==> config.mk <==
export PLATFORM = sky130hd
export DESIGN_NAME = axi_lite_sys_bridge
export DESIGN_NICKNAME = d
export VERILOG_FILES = /design/src/rtl/axi_lite_sys_pkg.sv /design/src/rtl/axi_lite_cap_reg.sv /design/src/rtl/axi_lite_sys_bridge.sv
export SDC_FILE = /design/constraint.sdc
export NUM_CORES = 1
export LEC_CHECK = 0
export ABC_AREA = 1
export CAP_MARGIN = 5
export CORE_MARGIN = 2
export CORE_UTILIZATION = 48
export CTS_CLUSTER_DIAMETER = 30
export DETAILED_ROUTE_END_ITERATION = 7
export MAX_ROUTING_LAYER = met4
export PLACE_DENSITY = 0.82
export SYNTH_ARGS = -nofsm -noshare
export SYNTH_HDL_FRONTEND = slang
export SYNTH_HIERARCHICAL = 1
export SYNTH_SLANG_ARGS = --single-unit
==> constraint.sdc <==
create_clock -name clk_i -period 3.6 [get_ports clk_i]
set_input_delay 0.54 -clock clk_i [delete_from_list [all_inputs] [get_ports clk_i]]
set_output_delay 0.54 -clock clk_i [all_outputs]
set_load 0.02 [all_outputs]
==> src/rtl/axi_lite_sys_pkg.sv <==
// rtl/axi_lite_sys_pkg.sv - shared constants for the AXI4-Lite to sys-bus bridge
package axi_lite_sys_pkg;

    localparam logic [2:0] ST_IDLE  = 3'd0;
    localparam logic [2:0] ST_ISSUE = 3'd1;
    localparam logic [2:0] ST_WAIT  = 3'd2;
    localparam logic [2:0] ST_BRESP = 3'd3;
    localparam logic [2:0] ST_RRESP = 3'd4;

    localparam logic [1:0] RESP_OKAY   = 2'b00;
    localparam logic [1:0] RESP_SLVERR = 2'b10;

    localparam int TO_CNT_W = 8;

endpackage

==> src/rtl/axi_lite_cap_reg.sv <==
// rtl/axi_lite_cap_reg.sv - one-entry valid/ready capture register
module axi_lite_cap_reg #(
    parameter int W = 32
) (
    input  logic         clk_i,
    input  logic         rstn_i,
    input  logic         i_valid,
    output logic         o_ready,
    input  logic [W-1:0] i_data,
    input  logic         i_clear,
    output logic         o_full,
    output logic [W-1:0] o_data
);

    logic         r_full;
    logic [W-1:0] r_data;

    // i_clear is only raised while full, so it never races a load
    always_ff @(posedge clk_i or negedge rstn_i) begin
        if (!rstn_i) begin
            r_full <= 1'b0;
            r_data <= '0;
        end else if (i_clear) begin
            r_full <= 1'b0;
        end else if (i_valid && !r_full) begin
            r_full <= 1'b1;
            r_data <= i_data;
        end
    end

    assign o_ready = !r_full;
    assign o_full  = r_full;
    assign o_data  = r_data;

endmodule

==> src/rtl/axi_lite_sys_bridge.sv <==
// rtl/axi_lite_sys_bridge.sv - AXI4-Lite slave to sys-bus master, one transaction outstanding
module axi_lite_sys_bridge
    import axi_lite_sys_pkg::*;
#(
    parameter int AW      = 32,
    parameter int DW      = 32,
    parameter int TIMEOUT = 255
) (
    input  logic            clk_i,
    input  logic            rstn_i,
    input  logic [AW-1:0]   s_awaddr_i,
    input  logic            s_awvalid_i,
    output logic            s_awready_o,
    input  logic [DW-1:0]   s_wdata_i,
    input  logic [DW/8-1:0] s_wstrb_i,
    input  logic            s_wvalid_i,
    output logic            s_wready_o,
    output logic [1:0]      s_bresp_o,
    output logic            s_bvalid_o,
    input  logic            s_bready_i,
    input  logic [AW-1:0]   s_araddr_i,
    input  logic            s_arvalid_i,
    output logic            s_arready_o,
    output logic [DW-1:0]   s_rdata_o,
    output logic [1:0]      s_rresp_o,
    output logic            s_rvalid_o,
    input  logic            s_rready_i,
    output logic [AW-1:0]   sys_addr_o,
    output logic [DW-1:0]   sys_wdata_o,
    output logic            sys_wen_o,
    output logic            sys_ren_o,
    input  logic [DW-1:0]   sys_rdata_i,
    input  logic            sys_ack_i,
    input  logic            sys_err_i
);

    localparam int SW = DW / 8;
    localparam logic [TO_CNT_W-1:0] LP_TIMEOUT = TO_CNT_W'(TIMEOUT);

    logic                w_aw_full, w_w_full, w_ar_full;
    logic [AW-1:0]       w_awaddr, w_araddr;
    logic [DW+SW-1:0]    w_wbuf;
    logic                w_wr_pend, w_rd_pend, w_pick_rd, w_start;
    logic                w_clr_wr, w_clr_rd, w_strb_ok, w_ack_ok;
    logic [TO_CNT_W-1:0] w_cnt_inc;

    logic [2:0]          r_state;
    logic                r_rr_last;
    logic                r_is_read;
    logic [1:0]          r_resp;
    logic [DW-1:0]       r_rdata;
    logic [AW-1:0]       r_sys_addr;
    logic [DW-1:0]       r_sys_wdata;
    logic [TO_CNT_W-1:0] r_cnt;

    axi_lite_cap_reg #(.W(AW)) u_aw (
        .clk_i(clk_i), .rstn_i(rstn_i), .i_valid(s_awvalid_i), .o_ready(s_awready_o),
        .i_data(s_awaddr_i), .i_clear(w_clr_wr), .o_full(w_aw_full), .o_data(w_awaddr)
    );

    axi_lite_cap_reg #(.W(DW + SW)) u_w (
        .clk_i(clk_i), .rstn_i(rstn_i), .i_valid(s_wvalid_i), .o_ready(s_wready_o),
        .i_data({s_wstrb_i, s_wdata_i}), .i_clear(w_clr_wr), .o_full(w_w_full), .o_data(w_wbuf)
    );

    axi_lite_cap_reg #(.W(AW)) u_ar (
        .clk_i(clk_i), .rstn_i(rstn_i), .i_valid(s_arvalid_i), .o_ready(s_arready_o),
        .i_data(s_araddr_i), .i_clear(w_clr_rd), .o_full(w_ar_full), .o_data(w_araddr)
    );

    // r_rr_last = 1 means the last completed transaction was a read
    assign w_wr_pend = w_aw_full && w_w_full;
    assign w_rd_pend = w_ar_full;
    assign w_pick_rd = w_rd_pend && (!w_wr_pend || !r_rr_last);
    assign w_start   = (r_state == ST_IDLE) && (w_wr_pend || w_rd_pend);
    assign w_clr_wr  = w_start && !w_pick_rd;
    assign w_clr_rd  = w_start && w_pick_rd;
    assign w_strb_ok = &w_wbuf[DW+SW-1:DW];
    assign w_ack_ok  = sys_ack_i && !sys_err_i;
    assign w_cnt_inc = r_cnt + TO_CNT_W'(1);

    always_ff @(posedge clk_i or negedge rstn_i) begin
        if (!rstn_i) begin
            r_state     <= ST_IDLE;
            r_rr_last   <= 1'b1;
            r_is_read   <= 1'b0;
            r_resp      <= RESP_OKAY;
            r_rdata     <= '0;
            r_sys_addr  <= '0;
            r_sys_wdata <= '0;
            r_cnt       <= '0;
        end else begin
            case (r_state)
                ST_IDLE: begin
                    if (w_start) begin
                        r_is_read <= w_pick_rd;
                        if (!w_pick_rd && !w_strb_ok) begin
                            r_resp  <= RESP_SLVERR;
                            r_state <= ST_BRESP;
                        end else begin
                            r_sys_addr <= w_pick_rd ? w_araddr : w_awaddr;
                            if (!w_pick_rd) begin
                                r_sys_wdata <= w_wbuf[DW-1:0];
                            end
                            r_state <= ST_ISSUE;
                        end
                    end
                end
                ST_ISSUE: begin
                    r_cnt   <= '0;
                    r_state <= ST_WAIT;
                end
                ST_WAIT: begin
                    r_cnt <= w_cnt_inc;
                    if (sys_ack_i || sys_err_i || (w_cnt_inc == LP_TIMEOUT)) begin
                        r_resp  <= w_ack_ok ? RESP_OKAY : RESP_SLVERR;
                        r_state <= r_is_read ? ST_RRESP : ST_BRESP;
                        if (r_is_read) begin
                            r_rdata <= w_ack_ok ? sys_rdata_i : '0;
                        end
                    end
                end
                ST_BRESP: begin
                    if (s_bready_i) begin
                        r_rr_last <= 1'b0;
                        r_state   <= ST_IDLE;
                    end
                end
                ST_RRESP: begin
                    if (s_rready_i) begin
                        r_rr_last <= 1'b1;
                        r_state   <= ST_IDLE;
                    end
                end
                default: r_state <= ST_IDLE;
            endcase
        end
    end

    assign sys_addr_o  = r_sys_addr;
    assign sys_wdata_o = r_sys_wdata;
    assign sys_wen_o   = (r_state == ST_ISSUE) && !r_is_read;
    assign sys_ren_o   = (r_state == ST_ISSUE) && r_is_read;
    assign s_bvalid_o  = (r_state == ST_BRESP);
    assign s_rvalid_o  = (r_state == ST_RRESP);
    assign s_bresp_o   = r_resp;
    assign s_rresp_o   = r_resp;
    assign s_rdata_o   = r_rdata;

endmodule
==> flow_summary_export.csv, run 1 <==
group,metric,value,unit
finish,syn_to_final_growth,42.2,%
logic_synthesis,synth.top_cell.area_share,59.0,%
logic_synthesis,synth-async-reset-ratio,100,%
setup_path,path_buf_inv,1,
global_routing,grt_pass1_vias,7632,
floorplan,fp-row-count,50,
global_routing,grt_usage,25.4,%
placement,gp_congestion,0.839,
route,ant_nets,0,
clock_tree,cts.sinks,213,
finish,antenna_cells,0,
setup_path,worstSetupPathType,"reg -> reg",
floorplan,dieArea,19900,um2
setup_path,worst_setup_path_end_kind,"register",
setup_path,max_stage_delay,640,ps
logic_synthesis,syn_area_per_cell,9.37,um2
global_routing,grt_overflow,0,
job,drv_cap,0,
timing,finalSetupTns,0,ps
power_and_ir_drop,ir_drop,0.541,mV
clock_tree,htree_levels,2,
hold_path,hp-class,"in -> async",
timing,rsz0062_at_grt,"false",
floorplan,die_h,141,um
timing,final.setup_skew,19.9,ps
logic_synthesis,synth_top_area_cell,"dfrtp_1",
timing,final.min_clock_period,2850,ps
clock_tree,cts_hold_buf,0,
timing,tightest_slew,1010,ps
route,drc,0,
clock_tree,cts_resized,0,
logic_synthesis,synth_edf_count,0,
global_routing,grt_pass1_wl,38900,um
timing,setup_viol,0,
floorplan,io_pins,248,
run_status,status,"finished with violations",
route,drt-total-wl,24600,um
placement,portBuffers,245,
route,dr.pass1.iters,6,
clock_tree,cts-buffers-inserted,39,
setup_path,cp-start-kind,"register",
logic_synthesis,ys_ff_latch,213,
logic_synthesis,post-synth-top-count-cell,"nand2_1",
route,avgViaCountPerCell,5.27,
finish,fillers,1444,
logic_synthesis,syn_area,9000,um2
timing,whs,-6.06,ps
logic_synthesis,synth-main-ff-cell,"dfrtp_1",
route,drtIter0Drc,480,
route,wl_per_cell,16.8,um
timing,slew_headroom,32.6,%
logic_synthesis,ys_seq_area_share,59.3,%
global_routing,antenna_found_initial,0,
finish,drive_gt1_share,12.5,%
clock_tree,clockRootBuffer,"clkbuf_16",
timing,period_share,79.3,%
floorplan,coreArea,18500,um2
logic_synthesis,synthCells,960,
logic_synthesis,synth_commonest_cells,"nand2_1 (359), dfrtp_1 (212), nand3_1 (113)",
timing,max_freq,350,MHz
route,vias,7713,
clock_tree,clockBufferDepth,3,
setup_path,critPathRequiredTime,3970,ps
setup_path,cp_max_fo,32,
setup_path,path_cells,"nand3_1 > nand2_1 > inv_2 > nor3_2 > nand2_2 > mux2_1",
floorplan,die_w,141,um
global_routing,grt_max_degree,103,
setup_path,cpMaxStageDelayCell,"nand2_2",
logic_synthesis,synth.distinct_cells,30,
setup_path,arrival,3220,ps
run_status,violations,"negative hold slack",
floorplan,start_util,48.6,%
finish,nNetsFinal,1344,
timing,slew_violations,0,
logic_synthesis,synth_area_leaders,"dfrtp_1 (59%), nand2_1 (15%), nand3_1 (6.3%)",
clock_tree,clk_pin_slew,50,ps
clock_tree,post_cts_buffers,0,
power_and_ir_drop,leakage,6.07,nW
placement,dp_hpwl,16200,um
setup_path,path_delay_family,"simple AND/OR/NAND/NOR gates",
logic_synthesis,yosysWarningCount,6,
clock_tree,clk_latency,500,ps
timing,hold_viol,1,
power_and_ir_drop,p_per_area,894,nW/um2
clock_tree,cts_tree,"done",
-- worst register-to-register path: stages, from the launching register on --
cell	delay, ps
dfstp_2	530
nand3_1	70
nand2_1	420
inv_2	100
nor3_2	440
nand2_2	640
mux2_1	530
-- registers in the layout, summed over array words and instances, names as in the netlist --
signal / flops
u_aw/o_full: 1
sys_addr_o: 32
r_state: 3
r_rr_last: 1
u_w/o_full: 1
u_w/o_data: 36
r_is_read: 1
u_ar/o_data: 32
r_cnt: 8
u_ar/o_full: 1
sys_wdata_o: 32
u_aw/o_data: 32
s_bresp_o: 1
s_rdata_o: 32
-- worst paths after layout --
| check | startpoint | end | slack (ps) | cells after the start |
|---|---|---|---|---|
| worst min register to register | u_w/o_data[19]$_DFFE_PN0P_ | u_w/o_data[19]$_DFFE_PN0P_ | 470 | 2 |
| max in group asynchronous | rstn_i | sys_wdata_o[4]$_DFFE_PN0P_ | 2670 | 2 |
| worst max-delay path | r_rr_last$_DFFE_PN1P_ | sys_wdata_o[6]$_DFFE_PN0P_ | 750 | 6 |
| min in group clk_i | u_w/o_data[19]$_DFFE_PN0P_ | u_w/o_data[19]$_DFFE_PN0P_ | 470 | 2 |
| worst max register to register | r_rr_last$_DFFE_PN1P_ | sys_wdata_o[6]$_DFFE_PN0P_ | 750 | 6 |
| worst min-delay path | rstn_i | sys_wdata_o[28]$_DFFE_PN0P_ | -6 | 1 |
-- layout by cell type (no fill, tap or decap), types with 7 or more instances in the layout --
cell type        count
mux2_2              31
nor2_1              49
a31oi_1             32
clkdlybuf4s50_1    244
clkinv_2             7
clkbuf_8             8
nand2_2             12
o21ai_2             23
clkbuf_16           41
o21ai_1              9
dfrtp_1            212
nand3_1            113
o21ai_0              8
nand2_1            359
inv_1               24
buf_4               12
-- layer usage --
layer  track usage (%)  part of all wire (%)
met1              32.1                    41
met2              41.1                    48
met3              6.69                   9.1
met4              6.58                   1.9
met5                 -                     0
-- area by class of cell --
cell class / instances / area [um2] / share of cell area (%)
inverter: 27 / 101 / 0.792
sequential: 213 / 5330 / 41.7
tap: 234 / 293 / 2.29
clock buffer: 54 / 1140 / 8.95
multi-input combinational: 662 / 3210 / 25.1
clock inverter: 15 / 144 / 1.13
timing repair buffer: 258 / 2570 / 20.1
-- metrics by stage --
| step | cell area [um2] | worst slack, ps | total power, W | utilization (%) | std cells |
|---|---|---|---|---|---|
| 2_1_floorplan | 9000 | 1600 | 0.00631 | - | 961 |
| 3_3_place_gp | 11500 | 905 | 0.00778 | 62.1 | 1394 |
| 3_5_place_dp | 11500 | 735 | 0.00796 | 62.1 | 1394 |
| 4_1_cts | 12800 | 739 | 0.0115 | 69.1 | 1463 |
| 5_1_grt | 12800 | 474 | 0.0121 | 69.1 | 1463 |
| 6_report | 12800 | 746 | 0.0114 | 69.1 | 1463 |
-- power by group --
group          switching (W)  internal, W
Sequential          0.000605      0.00338
Clock                0.00115      0.00235
Combinational        0.00234      0.00161
-- cell families (layout without fill, tap and decap cells) --
logic type	after synthesis	count (layout)	share of synthesized area, %
adders and majority gates	2	2	0.278
AOI/OAI and AO/OA	79	79	5.91
other	1	2	0.0417
buffers and inverters	86	354	5.15
and+or+nand+nor	547	547	25.4
DFF	213	213	59.3
muxes	32	32	4.00
No activity file was read; power rests on OpenSTA's default activity.
==> run 2, diff against run 1 <==
- clock period: 3.6 -> 2.9 ns (I/O delays scaled with it)
==> flow_summary_export.csv, run 2 (synthesis results as in run 1) <==
group,metric,value,unit
global_routing,grt_pass1_wl,38800,um
power_and_ir_drop,p_switching,0.00529,W
finish,syn_to_final_growth,44.5,%
finish,final_cell_mix,"nand2_1 (359), clkdlybuf4s50_1 (244), dfrtp_1 (212)",
global_routing,use_met2,39.9,%
placement,dp_slack,338,ps
route,wl_per_cell,16.6,um
setup_path,arrival,3040,ps
setup_path,path_delay_family,"simple AND/OR/NAND/NOR gates",
clock_tree,clk_pin_slew,50,ps
setup_path,worst_setup_path_end_kind,"register",
route,dr.pass1.iters,6,
power_and_ir_drop,leakage,6.16,nW
setup_path,worstSetupPathType,"reg -> reg",
route,drtIter0Drc,465,
global_routing,antenna_found_initial,0,
clock_tree,clockBufferDepth,3,
clock_tree,htree_levels,2,
timing,hold_viol,0,
power_and_ir_drop,p_comb_share,33.8,%
global_routing,grt_pass1_vias,7709,
route,drc,0,
timing,max_freq,378,MHz
placement,gp_congestion,0.845,
clock_tree,cts_tree,"done",
finish,nNetsFinal,1350,
timing,setup_slack,252,ps
timing,slew_violations,0,
power_and_ir_drop,pwr-share-seq,33.5,%
setup_path,cpMaxStageDelayCell,"nor2_4",
timing,tightest_slew,839,ps
finish,final_common_cell,"nand2_1",
floorplan,die_h,141,um
finish,antenna_cells,0,
timing,rsz0062_at_grt,"false",
route,drt-total-wl,24400,um
clock_tree,clk_latency,520,ps
clock_tree,cts_resized,0,
hold_path,hp-class,"in -> async",
floorplan,dieArea,19900,um2
timing,final.min_clock_period,2650,ps
global_routing,grt_max_degree,66,
finish,largest_reg_flops,36,
floorplan,io_pins,248,
floorplan,fp-row-count,50,
power_and_ir_drop,power_frac_clock,32.7,%
power_and_ir_drop,swShare,36.0,%
clock_tree,cts.sinks,213,
route,vias,7732,
setup_path,cp-start-kind,"register",
setup_path,path_common_cell,"nand2_1",
timing,slew_headroom,43.9,%
global_routing,use_met1,32.7,%
clock_tree,clockRootBuffer,"clkbuf_16",
global_routing,met3_usage,6.83,%
timing,finalSetupTns,0,ps
placement,portBuffers,245,
global_routing,grt_overflow,0,
clock_tree,cts-buffers-inserted,40,
power_and_ir_drop,p_per_area,1130,nW/um2
route,ant_nets,0,
global_routing,grt_usage,25.3,%
floorplan,die_w,141,um
placement,dp_hpwl,15800,um
setup_path,path_buf_inv,0,
run_status,status,"finished, final reports clean",
floorplan,start_util,48.6,%
job,drv_cap,0,
setup_path,cp_max_fo,33,
power_and_ir_drop,ir_drop,0.725,mV
global_routing,grt-busiest-layer,"met2",
setup_path,critPathRequiredTime,3290,ps
timing,final.setup_skew,18.1,ps
floorplan,coreArea,18500,um2
setup_path,path_cells,"a21oi_1 > nor3_2 > nor2_4 > nand2_2 > nand2_1 > nand2_1",
setup_path,max_stage_delay,670,ps
finish,drive_gt1_share,13.4,%
power_and_ir_drop,cellInternalPower,0.00941,W
timing,period_share,91.3,%
timing,setup_viol,0,
route,avgViaCountPerCell,5.25,
## run 2: final cells by class
class	count	area (um2)
fill	1378	5520
sequential	213	5330
multi-input combinational	662	3210
timing repair buffer	263	2640
clock buffer	47	1080
clock inverter	27	344
tap	234	293
inverter	27	101
## run 2: worst register-to-register path, delay by kind of cell (launching register included)
kind | cells | cell delay, ps
compound gates | 1 | 310
flops | 1 | 440
simple gates | 5 | 1770
## run 2: layer usage
layer  up-vias  routed length (um)  part of all wire, %
met5         -                   0                    0
met4         0                 495                  2.0
met3        41                2170                  8.9
met2       369               11700                   48
met1      3687               10100                   41
li1       3635                   -                    -
## run 2: through the flow
stage / hold WS [ps] / util [%] / total power (W) / area (um2) / std cells
final: 464 / 70.2 / 0.0147 / 13000 / 1473
after global placement: 437 / 62.5 / 0.00971 / 11600 / 1398
after global routing: 474 / 70.2 / 0.0155 / 13000 / 1473
after detailed placement: 443 / 62.5 / 0.00990 / 11600 / 1398
after floorplan: 139 / - / 0.00784 / 9000 / 961
after CTS: 464 / 70.2 / 0.0148 / 13000 / 1473
## run 2: power groups by stage
| stage | clock network [W] | logic [W] | registers [W] |
|---|---|---|---|
| after floorplan | 0 | 0.00247 | 0.00537 |
| after detailed placement | 0 | 0.00496 | 0.00493 |
| after global placement | 0 | 0.00481 | 0.00490 |
| final | 0.00480 | 0.00497 | 0.00493 |
| after global routing | 0.00504 | 0.00544 | 0.00506 |
| after CTS | 0.00489 | 0.00501 | 0.00492 |
## run 2: final timing paths
path,from,endpoint,slack [ps],depth (start not counted)
max in group asynchronous,rstn_i,u_aw/o_data[12]$_DFFE_PN0P_,1630,3
worst max-delay path,u_aw/o_full$_DFFE_PN0P_,u_aw/o_data[21]$_DFFE_PN0P_,250,6
min in group clk_i,u_w/o_data[2]$_DFFE_PN0P_,u_w/o_data[2]$_DFFE_PN0P_,470,2
worst min register to register,u_w/o_data[2]$_DFFE_PN0P_,u_w/o_data[2]$_DFFE_PN0P_,470,2
worst max register to register,u_aw/o_full$_DFFE_PN0P_,u_aw/o_data[21]$_DFFE_PN0P_,250,6
worst min-delay path,rstn_i,sys_wdata_o[28]$_DFFE_PN0P_,460,2
## run 2: repair_timing
item	CTS	global route
buffers inserted	0	0
hold buffers	1	0
hold endpoints to repair	54	0
==> run 3, diff against run 2 <==
- GPL_ROUTABILITY_DRIVEN: not set -> 0
==> flow_summary_export.csv, run 3 (synthesis results as in run 1) <==
group,metric,value,unit
floorplan,dieArea,19900,um2
global_routing,grt_usage,25.8,%
setup_path,r2r_setup_slack,380,ps
setup_path,cp-start-kind,"register",
placement,dp_slack,377,ps
power_and_ir_drop,pwr-share-seq,33.0,%
power_and_ir_drop,cellInternalPower,0.00975,W
route,ant_nets,0,
route,vias,7820,
finish,nNetsFinal,1351,
power_and_ir_drop,leakage,6.19,nW
finish,syn_to_final_growth,45.3,%
clock_tree,clockBufferDepth,3,
clock_tree,htree_levels,2,
power_and_ir_drop,ir_drop,0.770,mV
clock_tree,cts-buffers-inserted,43,
run_status,status,"finished with violations",
clock_tree,cts.sinks,213,
clock_tree,clockRootBuffer,"clkbuf_16",
route,drt-total-wl,25000,um
route,wl_per_cell,16.9,um
global_routing,grt_pass1_vias,7747,
job,drv_cap,0,
global_routing,grt_max_degree,88,
global_routing,grt_overflow,0,
timing,slew_violations,0,
power_and_ir_drop,power,0.0150,W
setup_path,worstSetupPathType,"reg -> reg",
finish,final_cell_mix,"nand2_1 (359), clkdlybuf4s50_1 (244), dfrtp_1 (212)",
setup_path,path_cells,"a21oi_1 > nor3_2 > nor2_4 > nand2_2 > nand2_1 > nand2_1",
power_and_ir_drop,p_comb_share,33.2,%
placement,dp_hpwl,16000,um
finish,antenna_cells,0,
clock_tree,clk_pin_slew,50,ps
run_status,violations,"negative hold slack",
finish,largest_reg_flops,36,
clock_tree,cts_hold_buf,0,
setup_path,cpMaxStageDelayCell,"nor2_4",
clock_tree,post_cts_buffers,0,
route,dr.pass1.iters,5,
clock_tree,cts_tree,"done",
timing,final.setup_skew,11.4,ps
timing,whs,-17.1,ps
floorplan,die_h,141,um
clock_tree,cts_resized,0,
route,drtIter0Drc,523,
floorplan,die_w,141,um
hold_path,hp-class,"in -> async",
timing,rsz0062_at_grt,"false",
finish,final_common_cell,"nand2_1",
floorplan,io_pins,248,
power_and_ir_drop,p_per_area,1150,nW/um2
timing,tightest_slew,773,ps
clock_tree,clk_latency,510,ps
setup_path,max_stage_delay,620,ps
global_routing,grt_pass1_wl,39700,um
timing,setup_viol,0,
timing,final.min_clock_period,2520,ps
power_and_ir_drop,p_switching,0.00525,W
timing,max_freq,397,MHz
power_and_ir_drop,swShare,35.0,%
floorplan,fp-row-count,50,
power_and_ir_drop,power_frac_clock,33.8,%
finish,fillers,1387,
setup_path,cp_max_fo,33,
global_routing,antenna_found_initial,0,
floorplan,start_util,48.6,%
route,drc,0,
setup_path,critPathRequiredTime,3290,ps
finish,drive_gt1_share,13.2,%
timing,setup_slack,378,ps
timing,slew_headroom,48.3,%
setup_path,worst_setup_path_end_kind,"register",
route,avgViaCountPerCell,5.30,
timing,finalSetupTns,0,ps
timing,period_share,86.9,%
setup_path,path_common_cell,"nand2_1",
setup_path,arrival,2910,ps
setup_path,path_delay_family,"simple AND/OR/NAND/NOR gates",
placement,portBuffers,245,
timing,hold_viol,23,
setup_path,path_buf_inv,0,
floorplan,coreArea,18500,um2
[run 3: cell count changes in the layout (fill, tap and decap cells not counted), sizes merged]
| cell | change |
|---|---|
| buf | -1 |
| clkinvlp | +1 |
| bufinv | +1 |
| inv | -7 |
| clkinv | -3 |
| dlygate4sd3 | -1 |
| clkbuf | +12 |
[run 3: power by group through the flow]
stage                     Sequential (W)  Clock [W]  Combinational [W]
after floorplan                  0.00537          0            0.00247
after global placement           0.00491          0            0.00481
after detailed placement         0.00494          0            0.00496
after CTS                        0.00494    0.00513            0.00502
after global routing             0.00508    0.00529            0.00546
final                            0.00495    0.00507            0.00498
[run 3: cell type report]
cell class	count	area (um2)	area share (%)
clock inverters	19	278	2.12
multi-input cells	662	3210	24.5
repair buffers	261	2630	20.1
inverters	27	101	0.775
well taps	234	293	2.24
clock buffers	59	1240	9.47
flip-flops and latches	213	5330	40.8
[run 3: routing by layer]
layer | global-route usage, % | share of wire [%]
met1 | 33.0 | 41
met5 | - | 0
met3 | 6.01 | 9.2
met4 | 7.16 | 1.6
met2 | 41.7 | 48
[run 3: path summary, 6_finish.rpt]
kind	startpoint	end	depth (start not counted)
worst max-delay path	u_aw/o_full$_DFFE_PN0P_	u_aw/o_data[0]$_DFFE_PN0P_	6
max in group asynchronous	rstn_i	r_rr_last$_DFFE_PN1P_	2
worst max register to register	u_aw/o_full$_DFFE_PN0P_	u_aw/o_data[0]$_DFFE_PN0P_	6
worst min register to register	u_ar/o_data[7]$_DFFE_PN0P_	u_ar/o_data[7]$_DFFE_PN0P_	2
worst min-delay path	rstn_i	sys_wdata_o[28]$_DFFE_PN0P_	1
min in group clk_i	u_ar/o_data[7]$_DFFE_PN0P_	u_ar/o_data[7]$_DFFE_PN0P_	2
[run 3: through the flow]
step                      hold WS, ps  util (%)  instance area, um2  std cells
after global placement            450      62.4               11600       1397
after detailed placement          455      62.4               11600       1397
after global routing             40.7      70.6               13100       1475
final                           -17.1      70.6               13100       1475
after CTS                        5.26      70.6               13100       1475
after floorplan                   139         -                9000        961
